## config.mk

```make
export PLATFORM = sky130hd
export DESIGN_NAME = bram_port_arb
export DESIGN_NICKNAME = d
export VERILOG_FILES = /design/src/rtl/bram_port_arb.sv
export SDC_FILE = /design/constraint.sdc
export NUM_CORES = 1
export LEC_CHECK = 0
export ABC_AREA = 1
export BUFFER_PORTS_ARGS = -buffer_cell sky130_fd_sc_hd__buf_2
export CAP_MARGIN = 20
export CORE_AREA = 2 2 106 108
export CTS_CLUSTER_SIZE = 28
export DETAILED_ROUTE_END_ITERATION = 16
export DIE_AREA = 0 0 108 110
export PLACE_DENSITY_LB_ADDON = 0.1
export SYNTH_ARGS = -nofsm -noshare
export SYNTH_HDL_FRONTEND = slang
export SYNTH_SLANG_ARGS = --single-unit
```

## constraint.sdc

```tcl
create_clock -name CLK -period 1.55 [get_ports CLK]
set_input_delay 0.465 -clock CLK [delete_from_list [all_inputs] [get_ports CLK]]
set_output_delay 0.465 -clock CLK [all_outputs]
set_load 0.01 [all_outputs]
```

## src/rtl/bram_port_arb.sv

```systemverilog
`default_nettype none
// ============================================================================
// Module      : bram_port_arb
// Description : Two-requester round-robin arbiter for a single 36-bit BRAM
//               port, with optional zero-fill of the BRAM after reset.
// Revision    : 1.0 - initial release
// ============================================================================
module bram_port_arb #(
    parameter int ADDR_W  = 10,
    parameter bit INIT_EN = 1'b1
) (
    input  logic              CLK,
    input  logic              RST,
    input  logic              r0_req,
    input  logic [3:0]        r0_we,
    input  logic [ADDR_W-1:0] r0_addr,
    input  logic [31:0]       r0_wdata,
    input  logic [3:0]        r0_wpar,
    input  logic              r1_req,
    input  logic [3:0]        r1_we,
    input  logic [ADDR_W-1:0] r1_addr,
    input  logic [31:0]       r1_wdata,
    input  logic [3:0]        r1_wpar,
    output logic              r0_gnt,
    output logic              r1_gnt,
    output logic              r0_rvalid,
    output logic              r1_rvalid,
    output logic [31:0]       r0_rdata,
    output logic [3:0]        r0_rpar,
    output logic [31:0]       r1_rdata,
    output logic [3:0]        r1_rpar,
    output logic              init_done,
    output logic              bram_en,
    output logic [3:0]        bram_we,
    output logic [15:0]       bram_addr,
    output logic [31:0]       bram_di,
    output logic [3:0]        bram_dip,
    input  logic [31:0]       bram_do,
    input  logic [3:0]        bram_dop
);

    typedef enum logic [0:0] {
        ST_INIT = 1'b0,
        ST_RUN  = 1'b1
    } state_t;

    localparam logic [ADDR_W-1:0] C_LAST_ADDR = '1;
    localparam state_t            C_RST_STATE = INIT_EN ? ST_INIT : ST_RUN;
    localparam logic              C_RST_DONE  = INIT_EN ? 1'b0 : 1'b1;

    state_t              r_state;
    logic [ADDR_W-1:0]   r_cnt;
    logic                r_last;      // 1 when r1 held the most recent grant
    logic                r_tag0;
    logic                r_tag1;
    logic                r_init_done;

    logic                w_run;
    logic                w_init;
    logic                w_gnt0;
    logic                w_gnt1;
    logic [ADDR_W-1:0]   w_word;

    // Reset gates everything combinationally so nothing leaks out while RST is high
    assign w_run  = (r_state == ST_RUN)  & ~RST;
    assign w_init = (r_state == ST_INIT) & ~RST;

    assign w_gnt0 = w_run & r0_req & (~r1_req |  r_last);
    assign w_gnt1 = w_run & r1_req & (~r0_req | ~r_last);

    always_comb begin
        bram_en  = 1'b0;
        bram_we  = 4'h0;
        w_word   = '0;
        bram_di  = 32'h0;
        bram_dip = 4'h0;
        if (w_init) begin
            bram_en = 1'b1;
            bram_we = 4'hF;
            w_word  = r_cnt;
        end else if (w_gnt0) begin
            bram_en  = 1'b1;
            bram_we  = r0_we;
            w_word   = r0_addr;
            bram_di  = r0_wdata;
            bram_dip = r0_wpar;
        end else if (w_gnt1) begin
            bram_en  = 1'b1;
            bram_we  = r1_we;
            w_word   = r1_addr;
            bram_di  = r1_wdata;
            bram_dip = r1_wpar;
        end
    end

    assign bram_addr = {{(11 - ADDR_W){1'b0}}, w_word, 5'b0_0000};

    always_ff @(posedge CLK) begin
        if (RST) begin
            r_state     <= C_RST_STATE;
            r_cnt       <= '0;
            r_last      <= 1'b1;
            r_tag0      <= 1'b0;
            r_tag1      <= 1'b0;
            r_init_done <= C_RST_DONE;
        end else begin
            r_tag0 <= w_gnt0 & (r0_we == 4'h0);
            r_tag1 <= w_gnt1 & (r1_we == 4'h0);
            if (w_gnt0) begin
                r_last <= 1'b0;
            end else if (w_gnt1) begin
                r_last <= 1'b1;
            end
            if (r_state == ST_INIT) begin
                // Counter holds at the top address; leaving INIT ends the fill
                if (r_cnt == C_LAST_ADDR) begin
                    r_state     <= ST_RUN;
                    r_init_done <= 1'b1;
                end else begin
                    r_cnt <= r_cnt + 1'b1;
                end
            end
        end
    end

    assign r0_gnt    = w_gnt0;
    assign r1_gnt    = w_gnt1;
    assign r0_rvalid = r_tag0 & ~RST;
    assign r1_rvalid = r_tag1 & ~RST;
    assign r0_rdata  = bram_do;
    assign r0_rpar   = bram_dop;
    assign r1_rdata  = bram_do;
    assign r1_rpar   = bram_dop;
    assign init_done = r_init_done;

endmodule
`default_nettype wire

```

Word-level counts from Yosys, hierarchy flattened
Index checks and enable logic that the tools add are counted.

$add $sub $neg: 1. Eq/ne operators: 1. Muxes and demuxes: 19. Bitwise logic cells: 18. Reductions and logical operators: 5.

Operators by type and width (count): 32-bit 2-to-1 mux (3); 10-bit 2-to-1 mux (3); 4-bit 2-to-1 mux (6); 10-bit by 1-bit adder with 10-bit output (second input constant) (1); 1-bit bitwise AND (10); 10-bit == test (second input constant) (1); 4-bit logical NOT (2); 1-bit 2-to-1 mux (7); 1-bit inverter (6); 2-bit AND reduction (2); 1-bit OR (2); 2-bit nonzero test (1).

Register bits: 15. Input port bits: 140. Output and inout port bits: 134.

Longest topological paths before layout
Depth after elaboration: 7. Gate-level depth with buffers: 9. Mapped depth without buffers: 8.

Least setup slack after synthesis
No wires, ideal clock.

Path kind: input to output. From: in RST. To: out bram_we[0]. Arrival time: 1169 ps. Required time: 1085 ps. Slack: -84 ps. Stages on the path: 6. Path buffers: 1. Path through: inv_2 > nand2_1 > nor2_2 > buf_4 > a21oi_1 > o21ai_0.

Longest elaborated chain between the ends: 7. Elaborated cells between the ends (all ways): 10.

RTL lines: start, declared (line 13) `input logic RST,`; 1-bit inverter (*) (line 65, 66); 1-bit bitwise AND (line 65) `assign w_run = (r_state == ST_RUN) & ~RST;`; 1-bit bitwise AND (2 in series) (line 69) `assign w_gnt1 = w_run & r1_req & (~r0_req | ~r_last);`; 4-bit 2-to-1 mux (line 87) `end else if (w_gnt1) begin`; 4-bit 2-to-1 mux (line 81) `end else if (w_gnt0) begin`; 4-bit 2-to-1 mux (*) (line 77) `if (w_init) begin`; end, declared (line 34) `output logic [3:0] bram_we,`.

Mark *: on every way between the ends. The rest lies on a longest branch, timed or not.

Worst setup path after layout
From: reg r_last. To: out bram_dip[3].

Longest elaborated chain between the ends: 6. Elaborated cells between the ends (all ways): 8.

RTL lines: start, declared (line 53) `logic r_last;`; start signal, assigned (line 102) `r_last <= 1'b1;`; start signal, assigned (line 110) `r_last <= 1'b0;`; start signal, assigned (line 112) `r_last <= 1'b1;`; 1-bit inverter (line 69); 1-bit OR (line 69); 1-bit bitwise AND (line 69); 4-bit 2-to-1 mux (line 87); 4-bit 2-to-1 mux (*) (line 81); 4-bit 2-to-1 mux (*) (line 77); end, declared (line 37) `output logic [3:0] bram_dip,`.

Marked as above.

==> impl_metrics.csv <==
group,metric,value,unit
power_and_ir_drop,p_leak,1.677,nW
logic_synthesis,seq_area_frac_synth,14.83,%
finish,diodes,0,
clock_tree,root_buffer,"clkbuf_8",
logic_synthesis,synth_compound_area_share,20.40,%
worst_setup_path,cp-end-kind,"output pin",
logic_synthesis,synth-async-reset-ratio,0,%
sta,setup_slack,-350.7,ps
logic_synthesis,synthMuxAreaShare,0,%
placed_design,gp_congestion,0.7443,
floorplan,floorplan.die.width,108,um
power_and_ir_drop,p_per_area,333.7,nW/um2
power_and_ir_drop,p_switching,0.3057,mW
routing,antenna_left,0,
sta,rsz0062_at_grt,"true",
sta,skew,2.048,ps
floorplan,die_y,110,um
routing,viasPerCell,4.194,
floorplan,io-pin-count,274,
clock_tree,clock_path_buffers,2,
sta,period_needed,1901,ps
worst_setup_path,cp-startpoint,"r_last$_SDFFE_PP1P_",
finish,area_growth,53.83,%
worst_setup_path,cp-start-kind,"flop",
hold_path,whs_path_depth,2,
global_route,grt-ovfl-total,0,
sta,setup_tns,-16650,ps
routing,routed_wl,8858,um
placed_design,postPlaceCellArea,2599,um2
outcome,failed_checks,"negative setup slack",
logic_synthesis,synth_cell_types,24,
logic_synthesis,synth_area_leaders,"buf_4 31%, a22o_1 16%, dfxtp_1 15%, nand2_1 12%, nand3_1 4.9%",
sta,finalSetupViolCount,53,
logic_synthesis,syn_inst,303,
logic_synthesis,synth_edf_count,0,
floorplan,core,10700,um2
routing,num_vias,2315,
logic_synthesis,yosys.cell_count.top_type,"buf_4",
outcome,outcome,"complete, but fails checks",
hold_path,min_to,"r_tag0$_SDFF_PP0_",
worst_setup_path,r2r_cells,6,
hold_path,hp-start,"r0_we[3]",
clock_tree,cts.clk_slew.worst_paths,70,ps
finish,nets,554,
routing,drc,0,
sta,finalHoldViolCount,0,
logic_synthesis,syn-cell-area,2024,um2
power_and_ir_drop,combPwrFrac,28.5,%
worst_setup_path,worstSetupPathType,"flop to output pin",
routing,drt-pass1-iter-count,4,
power_and_ir_drop,p_sw_share,29.42,%
power_and_ir_drop,power_frac_seq,38.3,%
power_and_ir_drop,power.internal,0.7333,mW
routing,first_iter_violations,57,
worst_setup_path,r2r_end,"r_cnt[7]$_SDFFE_PP0P_",
clock_tree,cts_tree,"yes",
worst_setup_path,timing.rr.start,"r_cnt[1]$_SDFFE_PP0P_",
global_route,globalRouteTotalUtil,13.10,%
logic_synthesis,avgSynthCellArea,6.681,um2
worst_setup_path,path_max_fanout,11,
global_route,grt_pass1_vias,2236,
sta,whs,417.2,ps
clock_tree,clock_sinks,15,
logic_synthesis,synth_top_family_by_area,"buffers and inverters",
logic_synthesis,synth-xor-area-share,0,%
logic_synthesis,ys_warn_count,0,
finish,fin_util,29.11,%
logic_synthesis,synth_top_area_share,30.78,%
finish,fin_area,3114,um2
logic_synthesis,ys_ff_latch,15,
placed_design,dp_hpwl,6633,um
logic_synthesis,synth_area_leader_cell,"buf_4",
power_and_ir_drop,total_power,1.039,mW
flow_run,max-cap-violations,0,
worst_setup_path,required,1080,ps
logic_synthesis,synth_adder_area_share,0.6180,%
placed_design,portBuffers,159,
floorplan,rows,38,
power_and_ir_drop,pwr-share-clk,33.3,%
global_route,antenna_found_initial,1,
clock_tree,cts_max_level,1,
power_and_ir_drop,ir_worst_vdd,0.0001828,V
worst_setup_path,cp_data_arrival_time,1440,ps
clock_tree,numCtsBuffers,3,
floorplan,start_util,18.92,%
global_route,grt_pass1_wl,11850,um
logic_synthesis,yosys.area_share.simple,25.40,%
floorplan,die_area,11880,um2
sta,period_share,122.6,%
worst_setup_path,r2r_slack,160,ps
finish,drive_gt1_share,59.71,%
logic_synthesis,ys.flop_type,"dfxtp_1",
hold_path,min_path_type,"input port to flop",
routing,routedWlPerCell,16.05,um
sta,fmax,0.5261,GHz
sta,drv_slew,0,
logic_synthesis,synth_common_cells,"83 x buf_4, 66 x nand2_1, 36 x a22o_1",
clock_tree,worstSkewPairLatency,250,ps
global_route,grt_max_degree,45,
[stage by stage]
| step | setup WS [ps] | std cells |
|---|---|---|
| floorplan | -35.96 | 308 |
| global placement | -371.9 | 534 |
| detailed placement | -375.8 | 534 |
| CTS | -345.8 | 545 |
| global route | -412.5 | 552 |
| finish | -350.7 | 552 |
[flip-flops by register name, summed over array words and instances (netlist names)]
register / cells
init_done: 1
r_last: 1
r_tag1: 1
r_state: 1
r_tag0: 1
r_cnt: 10
[worst max-delay path, cell delays in order (launching register included)]
cell,delay [ps]
dfxtp_2,350
nand2_4,60
nand2_4,60
nor2_4,40
buf_12,130
clkbuf_16,170
a22o_1,210
buf_2,140
[placed cells by master, fill, tap and decap left out, drive strengths merged, types with 6 or more instances in the layout]
master / count
dfxtp: 15
inv: 24
nor2: 21
buf: 187
conb: 6
nand2: 68
a22o: 36
clkbuf: 8
nand3: 21
a21oi: 15
[worst max path at each step]
stage                         end  slack, ps
global placement       bram_di[0]       -370
detailed placement     bram_di[7]       -380
finish                bram_dip[3]       -350
CTS                    bram_di[0]       -350
global route        bram_addr[14]       -410
floorplan           bram_addr[14]        -40
[cells by family after synthesis]
family	Yosys count
flip-flops	15
buffers and inverters	115
AO/OA/AOI/OAI	55
AND/OR/NAND/NOR	116
other	1
adder cells (fa/ha/maj)	1
[metal layers]
| layer | GRT usage [%] | wire (um) | up-vias | part of all wire, % |
|---|---|---|---|---|
| met2 | 24.62 | 4581 | 121 | 52 |
| met1 | 14.54 | 3430 | 1048 | 39 |
| met5 | 0 | 13 | - | 0.15 |
| li1 | - | - | 1134 | - |
| met3 | 3.880 | 748 | 10 | 8.4 |
| met4 | 2.930 | 85 | 2 | 0.96 |
[repair_timing]
action | in CTS | in global routing
setup endpoints to repair | 53 | 54
resized for setup | 46 | 19
pin swaps | 6 | 4
cloned | 3 | 5
hold buffers | 0 | 0
setup buffers | 4 | 3
[power by group through the flow]
stage / registers [mW] / clock network, mW / logic, mW
global route: 0.398 / 0.378 / 0.328
floorplan: 0.407 / 0 / 0.273
CTS: 0.400 / 0.352 / 0.285
detailed placement: 0.408 / 0 / 0.257
global placement: 0.409 / 0 / 0.257
finish: 0.398 / 0.346 / 0.296
[layout make-up]
class / count / area, um2
tap: 140 / 175.2
fill: 1212 / 7584
multi-input combinational: 178 / 1144
sequential: 15 / 305.3
clock buffer: 4 / 45.04
timing repair buffer: 191 / 1328
inverter: 24 / 117.6
(Power assumes the default switching activity.)
